--- src/rtl/split_pkg.sv ---
// Shared types and constants for the split_4ph router.
// SPLIT_SYNC_EN selects the synchronized-input variant and its data settle delay.
package split_pkg;

  typedef enum logic [1:0] {
    IDLE    = 2'd0,
    IN_ACK  = 2'd1,
    OUT_REQ = 2'd2,
    OUT_RET = 2'd3
  } split_state_t;

  localparam logic SEL_A = 1'b0;
  localparam logic SEL_B = 1'b1;

`ifdef SPLIT_SYNC_EN
  localparam logic [1:0] SETTLE_CYCLES = 2'd2;
`else
  localparam logic [1:0] SETTLE_CYCLES = 2'd0;
`endif

  function automatic logic pick(input logic sel, input logic a_val, input logic b_val);
    return (sel == SEL_B) ? b_val : a_val;
  endfunction

endpackage

--- src/rtl/split_4ph_sync2.sv ---
// Parameterised-width 2-flop synchronizer, async active-low reset to zero.
module sync2 #(
  parameter int WIDTH = 1
) (
  input  logic             clk,
  input  logic             rst_n,
  input  logic [WIDTH-1:0] d,
  output logic [WIDTH-1:0] q
);

  logic [WIDTH-1:0] meta_r;
  logic [WIDTH-1:0] sync_r;

  // two-stage capture of the asynchronous inputs
  always_ff @(posedge clk or negedge rst_n) begin
    if (!rst_n) begin
      meta_r <= {WIDTH{1'b0}};
      sync_r <= {WIDTH{1'b0}};
    end else begin
      meta_r <= d;
      sync_r <= meta_r;
    end
  end

  assign q = sync_r;

endmodule

--- src/rtl/split_4ph.sv ---
// 1-to-2 router for 4-phase bundled-data channels: token on D goes to A (S=0) or B (S=1).
// Define SPLIT_SYNC_EN to synchronize S_req/D_req/A_ack/B_ack and add a data settle delay.
module split_4ph
  import split_pkg::*;
#(
  parameter int WIDTH = 8
) (
  input  logic             clk,
  input  logic             rst_n,
  input  logic             S_req,
  input  logic             S_data,
  output logic             S_ack,
  input  logic             D_req,
  input  logic [WIDTH-1:0] D_data,
  output logic             D_ack,
  output logic             A_req,
  output logic [WIDTH-1:0] A_data,
  input  logic             A_ack,
  output logic             B_req,
  output logic [WIDTH-1:0] B_data,
  input  logic             B_ack,
  output logic             proto_err
);

  logic s_req_v, d_req_v, a_ack_v, b_ack_v;

`ifdef SPLIT_SYNC_EN
  logic [3:0] sync_q;

  sync2 #(.WIDTH(4)) u_sync (
    .clk   (clk),
    .rst_n (rst_n),
    .d     ({S_req, D_req, A_ack, B_ack}),
    .q     (sync_q)
  );

  assign {s_req_v, d_req_v, a_ack_v, b_ack_v} = sync_q;
`else
  assign s_req_v = S_req;
  assign d_req_v = D_req;
  assign a_ack_v = A_ack;
  assign b_ack_v = B_ack;
`endif

  split_state_t     state_r, state_s;
  logic             sel_r, sel_s;
  logic [WIDTH-1:0] data_r, data_s;
  logic             s_ack_r, s_ack_s;
  logic             d_ack_r, d_ack_s;
  logic             a_req_r, a_req_s;
  logic             b_req_r, b_req_s;
  logic             err_r, err_s;
  logic [1:0]       settle_r, settle_s;

  logic sel_ack_s;
  logic unsel_ack_s;
  logic input_phase_s;

  assign sel_ack_s     = pick(sel_r, a_ack_v, b_ack_v);
  assign unsel_ack_s   = pick(sel_r, b_ack_v, a_ack_v);
  assign input_phase_s = (state_r == IDLE) || (state_r == IN_ACK);

  // next-state and next-output logic
  always_comb begin
    state_s  = state_r;
    sel_s    = sel_r;
    data_s   = data_r;
    s_ack_s  = s_ack_r;
    d_ack_s  = d_ack_r;
    a_req_s  = a_req_r;
    b_req_s  = b_req_r;
    settle_s = settle_r;
    err_s    = err_r
             | (input_phase_s & sel_ack_s)
             | (~input_phase_s & unsel_ack_s);

    case (state_r)
      IDLE: begin
        if (s_req_v && d_req_v) begin
          sel_s    = S_data;
          data_s   = D_data;
          s_ack_s  = (SETTLE_CYCLES == 2'd0);
          d_ack_s  = (SETTLE_CYCLES == 2'd0);
          settle_s = SETTLE_CYCLES;
          state_s  = IN_ACK;
        end else begin
          state_s = IDLE;
        end
      end
      IN_ACK: begin
        // acks stay low until the latched bundle has had its settle cycles
        if (settle_r != 2'd0) begin
          settle_s = settle_r - 2'd1;
          s_ack_s  = (settle_r == 2'd1);
          d_ack_s  = (settle_r == 2'd1);
        end else if (!s_req_v && !d_req_v) begin
          s_ack_s = 1'b0;
          d_ack_s = 1'b0;
          a_req_s = (sel_r == SEL_A);
          b_req_s = (sel_r == SEL_B);
          state_s = OUT_REQ;
        end else begin
          state_s = IN_ACK;
        end
      end
      OUT_REQ: begin
        if (sel_ack_s) begin
          a_req_s = 1'b0;
          b_req_s = 1'b0;
          state_s = OUT_RET;
        end else begin
          state_s = OUT_REQ;
        end
      end
      OUT_RET: begin
        if (!sel_ack_s) begin
          state_s = IDLE;
        end else begin
          state_s = OUT_RET;
        end
      end
      default: begin
        s_ack_s = 1'b0;
        d_ack_s = 1'b0;
        a_req_s = 1'b0;
        b_req_s = 1'b0;
        state_s = IDLE;
      end
    endcase
  end

  // state and registered outputs
  always_ff @(posedge clk or negedge rst_n) begin
    if (!rst_n) begin
      state_r  <= IDLE;
      sel_r    <= SEL_A;
      data_r   <= {WIDTH{1'b0}};
      s_ack_r  <= 1'b0;
      d_ack_r  <= 1'b0;
      a_req_r  <= 1'b0;
      b_req_r  <= 1'b0;
      err_r    <= 1'b0;
      settle_r <= 2'd0;
    end else begin
      state_r  <= state_s;
      sel_r    <= sel_s;
      data_r   <= data_s;
      s_ack_r  <= s_ack_s;
      d_ack_r  <= d_ack_s;
      a_req_r  <= a_req_s;
      b_req_r  <= b_req_s;
      err_r    <= err_s;
      settle_r <= settle_s;
    end
  end

  assign S_ack     = s_ack_r;
  assign D_ack     = d_ack_r;
  assign A_req     = a_req_r;
  assign B_req     = b_req_r;
  assign A_data    = data_r;
  assign B_data    = data_r;
  assign proto_err = err_r;

endmodule

--- config.mk ---
export PLATFORM = sky130hd
export DESIGN_NAME = split_4ph
export DESIGN_NICKNAME = d
export VERILOG_FILES = /design/src/rtl/split_pkg.sv /design/src/rtl/split_4ph_sync2.sv /design/src/rtl/split_4ph.sv
export SDC_FILE = /design/constraint.sdc
export NUM_CORES = 1
export LEC_CHECK = 0
export ABC_AREA = 0
export BUFFER_PORTS_ARGS = -buffer_cell sky130_fd_sc_hd__buf_2
export CORE_MARGIN = 1
export CORE_UTILIZATION = 42
export DETAILED_ROUTE_END_ITERATION = 10
export PLACE_DENSITY = 0.74
export RECOVER_POWER = 25
export SYNTH_ARGS = -nofsm -noshare
export SYNTH_HDL_FRONTEND = slang
export SYNTH_SLANG_ARGS = --single-unit
--- constraint.sdc ---
create_clock -name clk -period 1.41 [get_ports clk]
set_input_delay 0.0705 -clock clk [delete_from_list [all_inputs] [get_ports clk]]
set_output_delay 0.0705 -clock clk [all_outputs]
set_load 0.05 [all_outputs]
## Word-level counts from Yosys, hierarchy flattened

Cells that the tools add are included.

- Output and inout port bits: 21
- Register bits: 17
- Logic and storage cells: 60

- Reduce and logical (&&, ||, !) cells: 13
- Mux-type cells: 22
- Bitwise operators: 6
- Equal/unequal tests: 10
- Add/subtract/negate cells: 1

Operators with widths:

| cell | count |
|---|---|
| $mux W1 | 12 |
| $mux W2 | 5 |
| $pmux W2 S4 | 1 |
| $ne A2 B1 Y1 const B | 3 |
| $pmux W1 S2 | 3 |
| $reduce_and A3 Y1 | 2 |
| $reduce_bool A2 Y1 | 3 |
| $eq A2 B1 Y1 const B | 2 |
| $eq A2 B2 Y1 const B | 2 |
| $ne A2 B2 Y1 const B | 2 |
| $pmux W2 S2 | 1 |
| $reduce_and A4 Y1 | 1 |
| $ne A3 B1 Y1 const B | 1 |
| $and A1 B1 Y1 | 2 |
| $logic_and A1 B1 Y1 | 2 |
| $logic_not A1 Y1 | 2 |
| $logic_not A2 Y1 | 1 |
| $not A1 Y1 | 2 |
| $or A1 B1 Y1 | 2 |
| $reduce_and A2 Y1 | 1 |
| $sub A2 B1 Y2 const B | 1 |
| $logic_or A1 B1 Y1 | 1 |

## Logic depth before layout (Yosys ltp)

- Depth after elaboration: 5
- Depth in mapped cells: 5
- Gate-level depth less buffers: 5

## Worst setup path after synthesis

OpenSTA, ideal clock, no wires.

- Path kind: register to register
- From: register state_r[1]
- To: register data_r[0] (netlist: A_data[0])
- Cell stages (with the launch flop): 5
- Slack: 19 ps
- Path buffers: 2
- Required time: 1285 ps
- Setup time: 125 ps
- Arrival time: 1266 ps
- Period minus slack after synthesis: 1391 ps
- Cells stage by stage: dfrtp_1 -> buf_6 -> and4bb_4 -> buf_6 -> mux2_4

- Longest elaborated chain between the ends: 2

Ends and longest elaborated chain:

| element | line | source |
|---|---|---|
| start: declaration | split_4ph.sv:45 | `split_state_t state_r, state_s;` |
| start signal: assignment | split_4ph.sv:145 | `state_r <= state_s;` |
| $logic_not A2 Y1 | split_4ph.sv:77 | `case (state_r)` |
| $reduce_and A2 Y1 (no source line) | -- |  |
| end signal: assignment | split_4ph.sv:137 | `data_r <= {WIDTH{1'b0}};` |
| end signal: assignment | split_4ph.sv:147 | `data_r <= data_s;` |
| end: declaration | split_4ph.sv:47 | `logic [WIDTH-1:0] data_r, data_s;` |

No other way between the ends.
A chain may end at the register's enable or synchronous reset.

## Worst setup path in the final report

- From: register state_r[1]
- To: register data_r[3] (netlist: A_data[3])

The elaborated chain is that of the path after synthesis.

==> key figures <==
Run
  – Max-cap violations: 0

Synth
  – Post-synthesis sequential area ratio: 0.4816
  – Number of enable flip-flop cells after synthesis: 0
  – Ys flop type: dfrtp_1
  – Synth top area share: 0.4816
  – Post-Syn Area: 883.3 um2
  – Ys async rst share: 1.000
  – Number of synthesized register bits: 17
  – Mapped Nets: 92
  – Count of different cell masters after synthesis: 27
  – Most common cell in the netlist: dfrtp_1
  – Synth area leader: dfrtp_1
  – Commonest cells in the netlist: dfrtp_1, buf_4, inv_1, mux2_4
  – Gate Count Post-Synth: 75
  – Syn avg cell area: 11.78 um2
  – Synth warn: 0
  – Most area-consuming cells after synthesis: dfrtp_1, mux2_4, buf_4

Global route
  – Met1 Use GR: 0.1995
  – Met3 Usage GRT: 0.03396
  – First-pass GRT wire length: 2.318 mm
  – Largest net degree at the start of global routing: 18
  – Most used routing layer: met2
  – Initial antenna violation count: 0
  – Global route overflow: 0
  – Tot GR Track Use: 0.1513
  – Met2 Use GR: 0.2378
  – Number of global-route vias before repair: 509

Critical path
  – Critical Path Fanout Max: 13
  – Crit path launch: state_r[1]
  – WP data arrival: 1.53 ns
  – Setup crit start kind: flop
  – Worst r2r src: state_r[1]
  – Crit path capture type: flop
  – CP Class: reg -> reg
  – Critical Path RT: 1.60 ns

Run status
  – Status: finished, violations left
  – Failing checks: hold timing

STA
  – Fin. max-slew vios: 0
  – Worst Tran Pin Value: 0.9057 ns
  – # setup viols final: 0
  – Clock Skew: 0.001377 ns
  – Final Hold Viols: 2
  – Fin crit share: 0.9523
  – Max Fclk: 744.7 MHz
  – RSZ-0062 raised after global routing: false
  – Worst hold slack: -0.005883 ns
  – Max_slew headroom: 0.3962
  – Final min period: 1.343 ns

Clock tree
  – Reg clk slew, reported paths: 0.10 ns
  – CTS Buffer Depth: 2
  – Worst-Skew Late Latency: 0.30 ns
  – Post-CTS Setup Inserts: 0
  – # clock sinks: 17
  – Cts bufs inserted: 3
  – CTS tree: done
  – CTS root buffer: clkbuf_4
  – Clock H-tree levels: 1

Floorplanning
  – Die H: 47.86 um
  – Die footprint: 0.002291 mm2
  – Die X-Extent: 47.86 um
  – Num rows: 16
  – Core area: 0.001962 mm2
  – Io pins: 36
  – Starting density of the core: 0.4503

Drt
  – Drt total wl: 1.752 mm
  – Drt first pass iters: 4
  – Total number of vias: 692
  – Routed WL per cell: 12.43 um
  – DRC violations left: 0
  – Via density per instance: 4.908
  – Antenna Nets Post-Route: 0
  – Initial drt markers: 13

Layout
  – Design area: 0.001147 mm2
  – Diode count: 0
  – P&R area growth vs syn: 29.89%
  – Layout Nets: 132
  – Fill cells: 186
  – Fraction of layout cells with a size suffix above 1: 0.4474

Placed design
  – Placed inst area: 0.001025 mm2
  – Placer Congestion: 0.8120
  – Hpwl dp: 1.169 mm
  – Port Buffers: 35

Worst hold path
  – Worst hold path type: in -> reg
  – Worst hold start: D_data[4]
[cell type report]
type / count / area, um2 / share of cell area
repair buffers: 46 / 276.5 / 0.2410
well taps: 27 / 33.78 / 0.02944
clock buffers: 3 / 22.52 / 0.01963
multi-input cells: 41 / 361.6 / 0.3152
flip-flops and latches: 17 / 425.4 / 0.3708
clock inverters: 1 / 5.005 / 0.004362
inverters: 6 / 22.52 / 0.01963
[worst max-delay path, stage by stage (launching register included)]
cell      delay [ns]
dfrtp_1         0.39
and4bb_4        0.49
mux2_1          0.36
[registers in the layout, summed over array words and instances, names as in the netlist]
signal     cells
D_ack          1
state_r        2
proto_err      1
settle_r       2
A_data         8
B_req          1
A_req          1
sel_r          1
[through the flow]
step | setup TNS, ns | util | setup WS (ns) | std cells | hold WS (ns)
final | 0 | 0.5848 | 0.06724 | 141 | -0.005883
after floorplan | 0 | - | 0.01930 | 75 | -0.2251
after global routing | 0 | 0.5848 | 0.01827 | 141 | -0.004142
after global placement | 0 | 0.5223 | 0.08068 | 129 | 0.002888
after CTS | 0 | 0.5542 | 0.05168 | 136 | 0.001830
after detailed placement | -0.001900 | 0.5223 | -0.001900 | 129 | 0.01828
[routing by layer]
metal	wire length [um]	share of wire
met5	0	0
met2	878	0.50
met1	747	0.43
met4	42	0.024
met3	83	0.047
[path summary, 6_finish.rpt]
kind                             end  cells past startpoint  slack [ns]
min in group asynchronous  A_data[2]                      2        0.42
max in group asynchronous      B_req                      2        0.44
setup / recovery           A_data[3]                      2        0.07
hold reg to reg            proto_err                      1        0.47
hold / removal             A_data[4]                      2      -0.006
setup reg to reg           A_data[3]                      2        0.07
[cells by family after synthesis]
family          share of synthesized area
compound gates                     0.1147
xor+xnor                         0.009917
fa+ha+maj                         0.02832
buf+inv                            0.1275
flops                              0.4816
mux                                0.1360
simple gates                       0.1020
[what timing repair did]
action                                 CTS  global route
setup endpoints to repair                3             4
hold buffers                             3             5
endpoints found under the hold margin   19             5
resized for setup                        1             3
[layout by cell type, fill, tap and decap left out, types with 2 or more instances in the layout]
cell,n
nor2b_1,2
o21ai_1,3
mux2_1,3
dlygate4sd3_1,8
clkbuf_4,3
nand2_1,3
inv_1,6
o2bb2ai_1,2
buf_2,34
mux2_4,5
dfrtp_1,17
o31ai_1,2
a21oi_1,3
nand3b_1,2
buf_4,3
o21ai_0,2
Power is left out: the tool's default activity adds up to more than one toggle a clock period on the data nets, which glitch-free logic cannot reach.
